--- src/rtl/serial_fxp_pkg.sv ---
// Shared definitions for the serial fixed-point divider and its operand loader.
//   state_t  : loader FSM encoding (LOAD_X, LOAD_Y, PRESENT)
//   WIDTH    : default operand width, shared with the divider
//   BEAT_W   : default input beat width
//   nbeats() : number of beats per operand
package serial_fxp_pkg;

    localparam int WIDTH  = 128;
    localparam int BEAT_W = 32;

    typedef enum logic [1:0] {
        LOAD_X  = 2'd0,
        LOAD_Y  = 2'd1,
        PRESENT = 2'd2
    } state_t;

    function automatic int nbeats(input int w, input int b);
        return w / b;
    endfunction

endpackage

--- src/rtl/beat_shift_reg.sv ---
// Assembles one operand from narrow beats, most-significant beat first.
// Ports:
//   clk    clock
//   i_rst  synchronous active-high reset (clears the register)
//   i_ld   shift enable: one accepted beat
//   i_din  incoming beat
//   o_q    assembled operand (held until the next load)
module beat_shift_reg #(
    parameter int width  = 128,
    parameter int beat_w = 32
) (
    input  logic              clk,
    input  logic              i_rst,
    input  logic              i_ld,
    input  logic [beat_w-1:0] i_din,
    output logic [width-1:0]  o_q
);

    logic [width-1:0] r_q;
    logic [width-1:0] w_next;

    // A single-beat operand has nothing to shift, so the beat replaces it.
    generate
        if (width == beat_w) begin : g_one
            assign w_next = i_din;
        end else begin : g_shift
            assign w_next = {r_q[width-beat_w-1:0], i_din};
        end
    endgenerate

    always_ff @(posedge clk) begin
        if (i_rst)
            r_q <= '0;
        else if (i_ld)
            r_q <= w_next;
    end

    assign o_q = r_q;

endmodule

--- src/rtl/serial_div_operand_loader.sv ---
// Operand loader feeding the serial fixed-point divider. Beats arrive on a
// single valid/ready channel: NBEATS beats of x, then NBEATS beats of y. The
// assembled pair is then offered on two independent valid/ready channels and
// no new beat is taken until both operands have been consumed.
// Optional feature (macro SERIAL_DIV_ZERO_CHK_EN): a pair whose divisor is
// zero is dropped on its last beat and div_zero_err pulses for one cycle.
// Ports:
//   clk, asyn_reset          clock; synchronous active-high reset
//   din, din_vld, din_rdy    beat input channel
//   x, data_x_vld/rdy        dividend channel to the divider
//   y, data_y_vld/rdy        divisor channel to the divider
//   div_zero_err             zero-divisor pulse (only with the macro)
module serial_div_operand_loader
    import serial_fxp_pkg::*;
#(
    parameter int width  = WIDTH,
    parameter int beat_w = BEAT_W
) (
    input  logic              clk,
    input  logic              asyn_reset,
    input  logic [beat_w-1:0] din,
    input  logic              din_vld,
    output logic              din_rdy,
    output logic [width-1:0]  x,
    output logic              data_x_vld,
    input  logic              data_x_rdy,
    output logic [width-1:0]  y,
    output logic              data_y_vld,
    input  logic              data_y_rdy
`ifdef SERIAL_DIV_ZERO_CHK_EN
    ,
    output logic              div_zero_err
`endif
);

    localparam int NBEATS = nbeats(width, beat_w);
    localparam int CNT_W  = $clog2(NBEATS) + 1;
    localparam logic [CNT_W-1:0] LAST_BEAT = CNT_W'(NBEATS - 1);

    state_t           r_state, w_state_nxt;
    logic [CNT_W-1:0] r_cnt, w_cnt_nxt;
    logic             r_x_vld, w_x_vld_nxt;
    logic             r_y_vld, w_y_vld_nxt;
    logic             w_ld_x, w_ld_y;
    logic             w_last;

    assign w_last = (r_cnt == LAST_BEAT);

`ifdef SERIAL_DIV_ZERO_CHK_EN
    logic r_dz, w_dz_nxt;
    logic w_y_next_zero;

    // Zero test on the value y is about to take, so the pair can be dropped
    // on the same edge that accepts its last beat.
    generate
        if (NBEATS == 1) begin : g_z_one
            assign w_y_next_zero = (din == '0);
        end else begin : g_z_shift
            assign w_y_next_zero = (y[width-beat_w-1:0] == '0) && (din == '0);
        end
    endgenerate
`endif

    always_ff @(posedge clk) begin
        if (asyn_reset) begin
            r_state <= LOAD_X;
            r_cnt   <= '0;
            r_x_vld <= 1'b0;
            r_y_vld <= 1'b0;
`ifdef SERIAL_DIV_ZERO_CHK_EN
            r_dz    <= 1'b0;
`endif
        end else begin
            r_state <= w_state_nxt;
            r_cnt   <= w_cnt_nxt;
            r_x_vld <= w_x_vld_nxt;
            r_y_vld <= w_y_vld_nxt;
`ifdef SERIAL_DIV_ZERO_CHK_EN
            r_dz    <= w_dz_nxt;
`endif
        end
    end

    always_comb begin
        w_state_nxt = r_state;
        w_cnt_nxt   = r_cnt;
        w_x_vld_nxt = r_x_vld;
        w_y_vld_nxt = r_y_vld;
        w_ld_x      = 1'b0;
        w_ld_y      = 1'b0;
`ifdef SERIAL_DIV_ZERO_CHK_EN
        w_dz_nxt    = 1'b0;
`endif
        case (r_state)
            LOAD_X: begin
                if (din_vld) begin
                    w_ld_x = 1'b1;
                    if (w_last) begin
                        w_cnt_nxt   = '0;
                        w_state_nxt = LOAD_Y;
                    end else begin
                        w_cnt_nxt = r_cnt + CNT_W'(1);
                    end
                end
            end
            LOAD_Y: begin
                if (din_vld) begin
                    w_ld_y = 1'b1;
                    if (w_last) begin
                        w_cnt_nxt = '0;
`ifdef SERIAL_DIV_ZERO_CHK_EN
                        if (w_y_next_zero) begin
                            w_state_nxt = LOAD_X;
                            w_dz_nxt    = 1'b1;
                        end else begin
                            w_state_nxt = PRESENT;
                            w_x_vld_nxt = 1'b1;
                            w_y_vld_nxt = 1'b1;
                        end
`else
                        w_state_nxt = PRESENT;
                        w_x_vld_nxt = 1'b1;
                        w_y_vld_nxt = 1'b1;
`endif
                    end else begin
                        w_cnt_nxt = r_cnt + CNT_W'(1);
                    end
                end
            end
            PRESENT: begin
                if (r_x_vld && data_x_rdy) w_x_vld_nxt = 1'b0;
                if (r_y_vld && data_y_rdy) w_y_vld_nxt = 1'b0;
                // Leave once neither operand is still pending after this edge.
                if (!w_x_vld_nxt && !w_y_vld_nxt) w_state_nxt = LOAD_X;
            end
            default: w_state_nxt = LOAD_X;
        endcase
    end

    beat_shift_reg #(.width(width), .beat_w(beat_w)) u_x_reg (
        .clk   (clk),
        .i_rst (asyn_reset),
        .i_ld  (w_ld_x),
        .i_din (din),
        .o_q   (x)
    );

    beat_shift_reg #(.width(width), .beat_w(beat_w)) u_y_reg (
        .clk   (clk),
        .i_rst (asyn_reset),
        .i_ld  (w_ld_y),
        .i_din (din),
        .o_q   (y)
    );

    // Beats are taken only while loading; the state alone decides this.
    assign din_rdy    = (r_state != PRESENT);
    assign data_x_vld = r_x_vld;
    assign data_y_vld = r_y_vld;
`ifdef SERIAL_DIV_ZERO_CHK_EN
    assign div_zero_err = r_dz;
`endif

endmodule

--- config.mk ---
export PLATFORM = sky130hd
export DESIGN_NAME = serial_div_operand_loader
export DESIGN_NICKNAME = d
export VERILOG_FILES = /design/src/rtl/serial_fxp_pkg.sv /design/src/rtl/beat_shift_reg.sv /design/src/rtl/serial_div_operand_loader.sv
export SDC_FILE = /design/constraint.sdc
export NUM_CORES = 1
export LEC_CHECK = 0
export ABC_AREA = 1
export CAP_MARGIN = 0
export CORE_UTILIZATION = 46
export DETAILED_ROUTE_END_ITERATION = 8
export PLACE_DENSITY = 0.86
export SETUP_SLACK_MARGIN = 0.15
export SKIP_LAST_GASP = 1
export SYNTH_ARGS = -nofsm -noshare
export SYNTH_HDL_FRONTEND = slang
export SYNTH_SLANG_ARGS = --single-unit
--- constraint.sdc ---
create_clock -name clk -period 1.6 [get_ports clk]
set_clock_uncertainty 0.1 [all_clocks]
set_input_delay 0.24 -clock clk [delete_from_list [all_inputs] [get_ports clk]]
set_output_delay 0.24 -clock clk [all_outputs]
set_load 0.05 [all_outputs]
==> impl_metrics.csv, run 1 <==
group,metric,value,unit
routing,first_iter_violations,858,
placement,post-place-cells,1673,
placement,portBuffers,295,
routing,first_pass_iters,8,
die,die-area,20800,sq um
grt,grtUsageTotal,28.7,%
yosys,ys_seq_area_share,56.6,%
worst_setup_path,arrival,1.98,ns
grt,grt_pass1_wl,47300,microns
power_and_ir_drop,p_switching,4.57,mW
timing,tightest_slew,0.667,ns
placement,placed_cell_area,13300,sq um
timing,rsz0062_at_grt,"yes",
status,violations,"setup timing",
finish,area_growth,73.1,%
finish,finalNetCount,1540,
worst_setup_path,cp_data_required_time,1.90,ns
worst_setup_path,crit_path_max_incr_delay,0.36,ns
grt,grt_antenna_before_repair,0,
worst_setup_path,slowest_stage,"dfxtp_4",
power_and_ir_drop,switching_share,28.7,%
finish,final_cells,1782,
routing,ant_nets,0,
worst_setup_path,startpoint_type,"flop",
grt,grt_pass1_vias,8982,
worst_setup_path,path_class,"reg2reg",
routing,drc,0,
timing,fin_crit_sh,105,%
die,fp-row-count,51,
yosys,yosysTopAreaCell,"dfxtp_1",
worst_setup_path,cp_cell_sequence,"buf_4, inv_4, nand3_4, buf_12, buf_6, o21ai_0, nor2_1",
power_and_ir_drop,p_leak,6.46,nW
status,status,"complete, but fails checks",
power_and_ir_drop,p_seq_share,44.4,%
die,die_y,144,microns
worst_setup_path,cp-end-kind,"flop",
clock_network,insertion_delay,0.54,ns
yosys,synth_top_cell_area_share,56.6,%
timing,layout_min_cycle_time,1.68,ns
timing,slew_viol_final,0,
clock_network,clockRootBuffer,"clkbuf_16",
grt,grt_max_degree,132,
flow_run,maxCapViolCount,0,
finish,nFillCells,1005,
die,die_w,144,microns
routing,routed_wl,39300,microns
yosys,syn_inst,1174,
placement,place.gp.congestion,0.812,
clock_network,clkTransAtPathRegs,0.06,ns
power_and_ir_drop,p_clk_share,37.6,%
timing,finalSetupViolations,35,
finish,drive_gt1_share,36.0,%
yosys,syn-num-nets,1212,
clock_network,cts-buffers-inserted,27,
yosys,yosys-top-cells-area,"dfxtp_1 (57%), nor2_1 (11%), a21oi_1 (7.1%), nand3_1 (7.1%), o21ai_0 (6.4%)",
clock_network,cts-htree-levels,1,
finish,final_common_cell,"nor2_1",
worst_setup_path,path_max_fanout,17,
clock_network,cts_buffer_depth,3,
finish,layout_common_cells,"nor2_1 (253), dfxtp_1 (193), nand2_1 (132)",
timing,fin_ws,-0.0816,ns
finish,antennaDiodeCount,0,
power_and_ir_drop,irDropWorstVdd,0.773,mV
yosys,yosysWarnings,0,
die,core,19700,sq um
timing,fmax,595,MHz
hold_path,hp-class,"in2reg",
routing,vias_per_cell,5.86,
clock_network,cts_sinks,263,
clock_network,cts_tree,"yes",
grt,overflow,0,
finish,final_cell_area,16100,sq um
power_and_ir_drop,pwr-share-comb,18.0,%
timing,hold_violations,0,
power_and_ir_drop,power.density,988,nW/um^2
yosys,synth.ff_latch_count,263,
power_and_ir_drop,intPower,11.3,mW
die,io_pins,296,
yosys,syn_avg_cell_area,7.92,sq um
yosys,synth.distinct_cells,19,
timing,relSlewSlack,55.5,%
yosys,syn-cell-area,9300,sq um
die,start_util,47.3,%
routing,vias,10400,
placement,dp_hpwl,19300,microns
routing,avgRoutedWirePerCell,22.0,microns
[cells by family after synthesis]
group | Yosys count | share of synthesized area (%)
compound gates | 262 | 14.1
fa+ha+maj | 1 | 0.135
buf+inv | 110 | 5.52
flops | 263 | 56.6
simple gates | 538 | 23.6
[power groups by stage]
stage	sequential (mW)	clock (mW)	combinational (mW)
2_1_floorplan	7.91	0	0.583
3_3_place_gp	7.16	0	2.31
3_5_place_dp	7.17	0	2.35
4_1_cts	7.04	5.95	2.45
5_1_grt	7.08	6.34	2.97
6_report	7.06	5.97	2.87
[per-stage QoR]
step / total power, mW / hold slack [ns] / worst slack, ns / util (%) / setup TNS (ns)
final: 15.9 / 0.0888 / -0.0816 / 81.9 / -0.808
after global routing: 16.4 / 0.100 / -0.103 / 81.9 / -2.76
after global placement: 9.47 / 0.352 / -0.287 / 67.9 / -47.67
after detailed placement: 9.52 / 0.355 / -0.348 / 67.9 / -54.33
after floorplan: 8.49 / 0.300 / 0.209 / - / 0
after CTS: 15.4 / 0.0824 / -0.0384 / 74.7 / -0.0384
[final cells by class]
type | instances | area, sq um | share of cell area, %
well taps | 265 | 332 | 2.06
multi-input cells | 804 | 3880 | 24.1
repair buffers | 395 | 5650 | 35.1
inverters | 10 | 57.6 | 0.358
repair inverters | 1 | 16.3 | 0.101
flip-flops and latches | 263 | 5360 | 33.3
clock buffers | 37 | 743 | 4.62
clock inverters | 7 | 68.8 | 0.428
[Yosys cell counts (all sizes together)]
cell / count
a21oi: 132
buf: 46
clkbuf: 54
dfxtp: 263
ha: 1
inv: 10
nand2: 141
nand3: 133
nor2: 264
o211ai: 1
o21ai: 129
[final timing paths]
check                                      from              end  slack (ns)  cells after the start
worst max register to register       r_state[0]  u_x_reg.o_q[91]       -0.08                      7
worst max-delay path                 r_state[0]  u_x_reg.o_q[91]       -0.08                      7
worst min register to register  u_y_reg.o_q[98]  u_y_reg.o_q[98]        0.37                      2
worst min-delay path                 asyn_reset         r_cnt[2]        0.09                      4
[flip-flops by register name, indices dropped and copies added (netlist names)]
register and count:
r_state 2, u_x_reg.o_q 128, u_y_reg.o_q 128, data_x_vld 1
r_cnt 3, data_y_vld 1
[routing by layer]
metal | global-route usage [%] | share of wire, %
met1 | 31.9 | 35
met3 | 6.62 | 10
met2 | 51.7 | 49
met5 | 0 | 0
met4 | 13.4 | 5.9
[timing repair]
action,CTS,global route
setup endpoints to repair,184,342
pin swaps,2,27
cloned,5,45
buffers inserted,7,8
gates resized for setup,136,131
hold buffers,0,0
[worst max-delay path, delay by kind of cell (launching register included)]
family / cells / cell delay [ns]
DFF: 1 / 0.36
and+or+nand+nor: 2 / 0.23
AOI/OAI and AO/OA: 1 / 0.25
buffers and inverters: 4 / 0.59
No activity file was read; power rests on OpenSTA's default activity.
==> run 2: changes to the inputs <==
CORE_UTILIZATION = 62   (was 46)
DONT_BUFFER_PORTS = 1   (was not set)
PLACE_DENSITY = 0.84   (was 0.86)
==> impl_metrics.csv, run 2 (synthesized netlist as in run 1, its figures left out) <==
group,metric,value,unit
clock_network,cts-htree-levels,1,
timing,finalSetupViolations,4,
hold_path,hp-class,"in2reg",
finish,finalNetCount,1341,
timing,fin_crit_sh,104,%
placement,place.gp.congestion,0.812,
worst_setup_path,path_max_fanout,3,
clock_network,cts_sinks,263,
placement,dp_hpwl,16100,microns
clock_network,hold_buffers,34,
worst_setup_path,slowest_stage,"dfxtp_4",
power_and_ir_drop,p_switching,4.28,mW
clock_network,cts-buffers-inserted,27,
power_and_ir_drop,p_leak,4.95,nW
routing,vias_per_cell,6.13,
die,core,14600,sq um
worst_setup_path,cp_common_cell,"buf_12",
die,fp-row-count,44,
grt,grtUsageTotal,35.1,%
routing,ant_nets,0,
finish,area_growth,34.3,%
worst_setup_path,cp_data_required_time,1.26,ns
worst_setup_path,cp_cell_sequence,"buf_12, nor2_4, inv_2, buf_12",
power_and_ir_drop,switching_share,27.6,%
clock_network,cts_buffer_depth,3,
grt,grt_util_met2,62.2,%
power_and_ir_drop,power.density,1240,nW/um^2
die,die_w,124,microns
routing,avgRoutedWirePerCell,20.4,microns
clock_network,insertion_delay,0.53,ns
timing,layout_min_cycle_time,1.67,ns
routing,drc,0,
worst_setup_path,cp-end-kind,"output port",
worst_setup_path,crit_path_max_incr_delay,0.36,ns
grt,gr-usage-met3,8.51,%
clock_network,clkTransAtPathRegs,0.06,ns
power_and_ir_drop,intPower,11.2,mW
power_and_ir_drop,p_seq_share,48.4,%
grt,grt_max_degree,133,
worst_setup_path,startpoint_type,"flop",
routing,routed_wl,30700,microns
worst_setup_path,path_class,"reg2out",
worst_setup_path,cp_num_buf_inv,3,
flow_run,maxCapViolCount,0,
routing,vias,9246,
worst_setup_path,cp_top_family,"flip-flops",
routing,first_iter_violations,1073,
timing,relSlewSlack,74.4,%
finish,layout_common_cells,"nor2_1 (259), dfxtp_2 (162), nand2_1 (140)",
die,start_util,63.7,%
timing,slew_viol_final,0,
clock_network,cts_tree,"yes",
die,die_y,124,microns
finish,final_common_cell,"nor2_1",
status,violations,"hold timing, setup timing",
timing,tightest_slew,0.382,ns
finish,final_cell_area,12500,sq um
timing,timing.hold.ws,-0.322,ns
clock_network,clockRootBuffer,"clkbuf_16",
power_and_ir_drop,irDropWorstVdd,1.09,mV
grt,grt_pass1_vias,8764,
timing,rsz0062_at_grt,"yes",
finish,utilization,85.6,%
die,io_pins,296,
timing,hold_violations,131,
power_and_ir_drop,pwr-share-comb,10.0,%
timing,fmax,598,MHz
placement,placed_cell_area,10300,sq um
status,status,"complete, but fails checks",
grt,grt_pass1_wl,44600,microns
power_and_ir_drop,p_clk_share,41.6,%
routing,first_pass_iters,7,
placement,portBuffers,0,
placement,place_ws,0.0806,ns
grt,busiest_layer,"met2",
grt,overflow,0,
timing,fin_ws,-0.0717,ns
worst_setup_path,arrival,1.33,ns
finish,drive_gt1_share,29.0,%
grt,gr-usage-met1,38.3,%
die,die-area,15500,sq um
grt,grt_antenna_before_repair,1,
[run 2: layer usage]
layer	up-vias	routed length [microns]
met2	629	15300
li1	4136	-
met5	-	0
met3	182	2910
met1	4299	10500
met4	0	2030
[run 2: cell type report]
type                       count  area, sq um
fill                         751         2100
sequential                   263         5470
multi-input combinational    802         3580
inverter                      10         50.0
antenna                        1         2.50
clock inverter                 9          128
clock buffer                  40          785
timing repair buffer         199         2240
tap                          184          230
[run 2: power by group through the flow]
stage          logic, mW  registers [mW]  clock network, mW
6_report            1.55            7.51               6.46
5_1_grt             1.65            7.52               6.75
4_1_cts             1.37            7.48               6.43
3_5_place_dp        1.22            7.59                  0
3_3_place_gp        1.18            7.58                  0
2_1_floorplan      0.583            7.91                  0
[run 2: worst paths after layout]
kind,startpoint,to,slack (ns),cells past startpoint
hold reg to reg,u_y_reg.o_q[52],u_y_reg.o_q[52],0.36,2
setup reg to reg,r_state[0],u_y_reg.o_q[43],-0.03,5
setup / recovery,r_state[0],din_rdy,-0.07,4
hold / removal,asyn_reset,u_y_reg.o_q[127],-0.32,1
[run 2: through the flow]
step | cells | TNS [ns] | hold WS [ns] | power (mW)
6_report | 1508 | -0.129 | -0.322 | 15.5
5_1_grt | 1508 | -0.867 | -0.322 | 15.9
4_1_cts | 1495 | -0.0371 | -0.325 | 15.3
3_5_place_dp | 1403 | 0 | 0.226 | 8.81
3_3_place_gp | 1403 | 0 | 0.224 | 8.76
2_1_floorplan | 1174 | 0 | 0.300 | 8.49
[run 2: what timing repair did]
item | CTS | global route
pin swaps | 3 | 1
cloned | 5 | 8
resized for setup | 167 | 73
endpoints found under the hold margin | 175 | 131
buffers inserted | 4 | 4
endpoints found under the setup margin | 336 | 264
==> run 3: changes to the inputs <==
HOLD_SLACK_MARGIN = 0.1   (was not set)
==> impl_metrics.csv, run 3 (synthesized netlist as in run 1, its figures left out) <==
group,metric,value,unit
worst_setup_path,arrival,1.35,ns
timing,relSlewSlack,77.0,%
grt,grt_pass1_vias,8760,
power_and_ir_drop,power,15.5,mW
worst_setup_path,slowest_stage,"dfxtp_4",
routing,first_iter_violations,936,
timing,layout_min_cycle_time,1.69,ns
grt,grtUsageTotal,35.1,%
worst_setup_path,cp_num_buf_inv,3,
clock_network,clkTransAtPathRegs,0.06,ns
timing,finalSetupViolations,3,
finish,utilization,85.7,%
worst_setup_path,crit_path_max_incr_delay,0.36,ns
timing,fin_ws,-0.0866,ns
die,io_pins,296,
placement,place.gp.congestion,0.812,
timing,fin_tns_setup,-0.112,ns
die,die_y,124,microns
clock_network,clockRootBuffer,"clkbuf_16",
worst_setup_path,cp_common_cell,"buf_12",
finish,layout_common_cells,"nor2_1 (259), dfxtp_2 (162), nand2_1 (140)",
routing,ant_nets,0,
placement,portBuffers,0,
finish,seqCellArea,5470,sq um
routing,first_pass_iters,6,
grt,grt_pass1_wl,44600,microns
worst_setup_path,startpoint_type,"flop",
worst_setup_path,cp-end-kind,"output port",
grt,overflow,0,
worst_setup_path,cp_cell_sequence,"buf_12, nor2_4, inv_2, buf_12",
die,start_util,63.7,%
clock_network,cts_tree,"yes",
finish,finalNetCount,1341,
timing,fmax,593,MHz
worst_setup_path,path_max_fanout,3,
timing,rsz0062_at_grt,"yes",
power_and_ir_drop,p_leak,4.97,nW
placement,dp_hpwl,16100,microns
finish,multiInputGateArea,3580,sq um
status,violations,"hold timing, setup timing",
routing,vias_per_cell,6.15,
die,die-area,15500,sq um
timing,tightest_slew,0.345,ns
routing,vias,9268,
timing,slew_viol_final,0,
routing,drc,0,
flow_run,maxCapViolCount,0,
finish,final_common_cell,"nor2_1",
clock_network,cts_sinks,263,
die,core,14600,sq um
die,fp-row-count,44,
timing,timing.hold.ws,-0.323,ns
placement,place_ws,0.0806,ns
timing,hold_violations,131,
worst_setup_path,cp_data_required_time,1.26,ns
status,status,"complete, but fails checks",
finish,nFillCells,748,
clock_network,cts_buffer_depth,3,
clock_network,cts-buffers-inserted,27,
finish,drive_gt1_share,29.0,%
power_and_ir_drop,power.density,1240,nW/um^2
finish,area_growth,34.4,%
clock_network,hold_buffers,34,
worst_setup_path,path_class,"reg2out",
grt,grt_antenna_before_repair,1,
clock_network,insertion_delay,0.53,ns
routing,avgRoutedWirePerCell,20.3,microns
die,die_w,124,microns
hold_path,hp-class,"in2reg",
power_and_ir_drop,irDropWorstVdd,1.09,mV
worst_setup_path,cp_top_family,"flip-flops",
timing,fin_crit_sh,105,%
grt,grt_max_degree,133,
routing,routed_wl,30600,microns
clock_network,cts-htree-levels,1,
-- run 3: final timing paths --
path              slack, ns               end            start  cells after the start
setup / recovery      -0.09           din_rdy       r_state[0]                      4
hold / removal        -0.32  u_y_reg.o_q[127]       asyn_reset                      1
setup reg to reg      -0.01   u_y_reg.o_q[43]       r_state[0]                      5
hold reg to reg        0.36   u_y_reg.o_q[42]  u_y_reg.o_q[42]                      2
-- run 3: metrics by stage --
stage,instances,instance area (sq um)
final,1508,12500
after global routing,1508,12500
after CTS,1495,12100
after detailed placement,1403,10300
after global placement,1403,10300
after floorplan,1174,9300
-- run 3: power breakdown --
group | internal [mW] | switching, mW | total (mW)
clock | 3.87 | 2.59 | 6.46
sequential | 6.83 | 0.675 | 7.50
combinational | 0.538 | 1.01 | 1.55
-- run 3: routing by layer --
layer / share of wire, % / routed length [microns] / global-route usage [%]
met4: 6.7 / 2060 / 19.6
met3: 8.9 / 2710 / 8.63
met2: 50 / 15100 / 62.2
met5: 0 / 0 / 0
met1: 35 / 10700 / 38.1
-- run 3: final cells by class --
type	count	share of cell area [%]
well taps	184	1.84
inverters	10	0.431
flip-flops and latches	263	43.8
diodes	1	0.0200
repair buffers	199	18.0
clock inverters	9	1.02
multi-input cells	802	28.7
clock buffers	40	6.28
-- run 3: repair_timing --
action                                  4_1_cts  5_1_grt
cloned                                        5        8
buffers inserted                              4        4
endpoints found under the setup margin      336      270
hold endpoints to repair                    261      131
gates resized for setup                     167       89
pin swaps                                     3        1
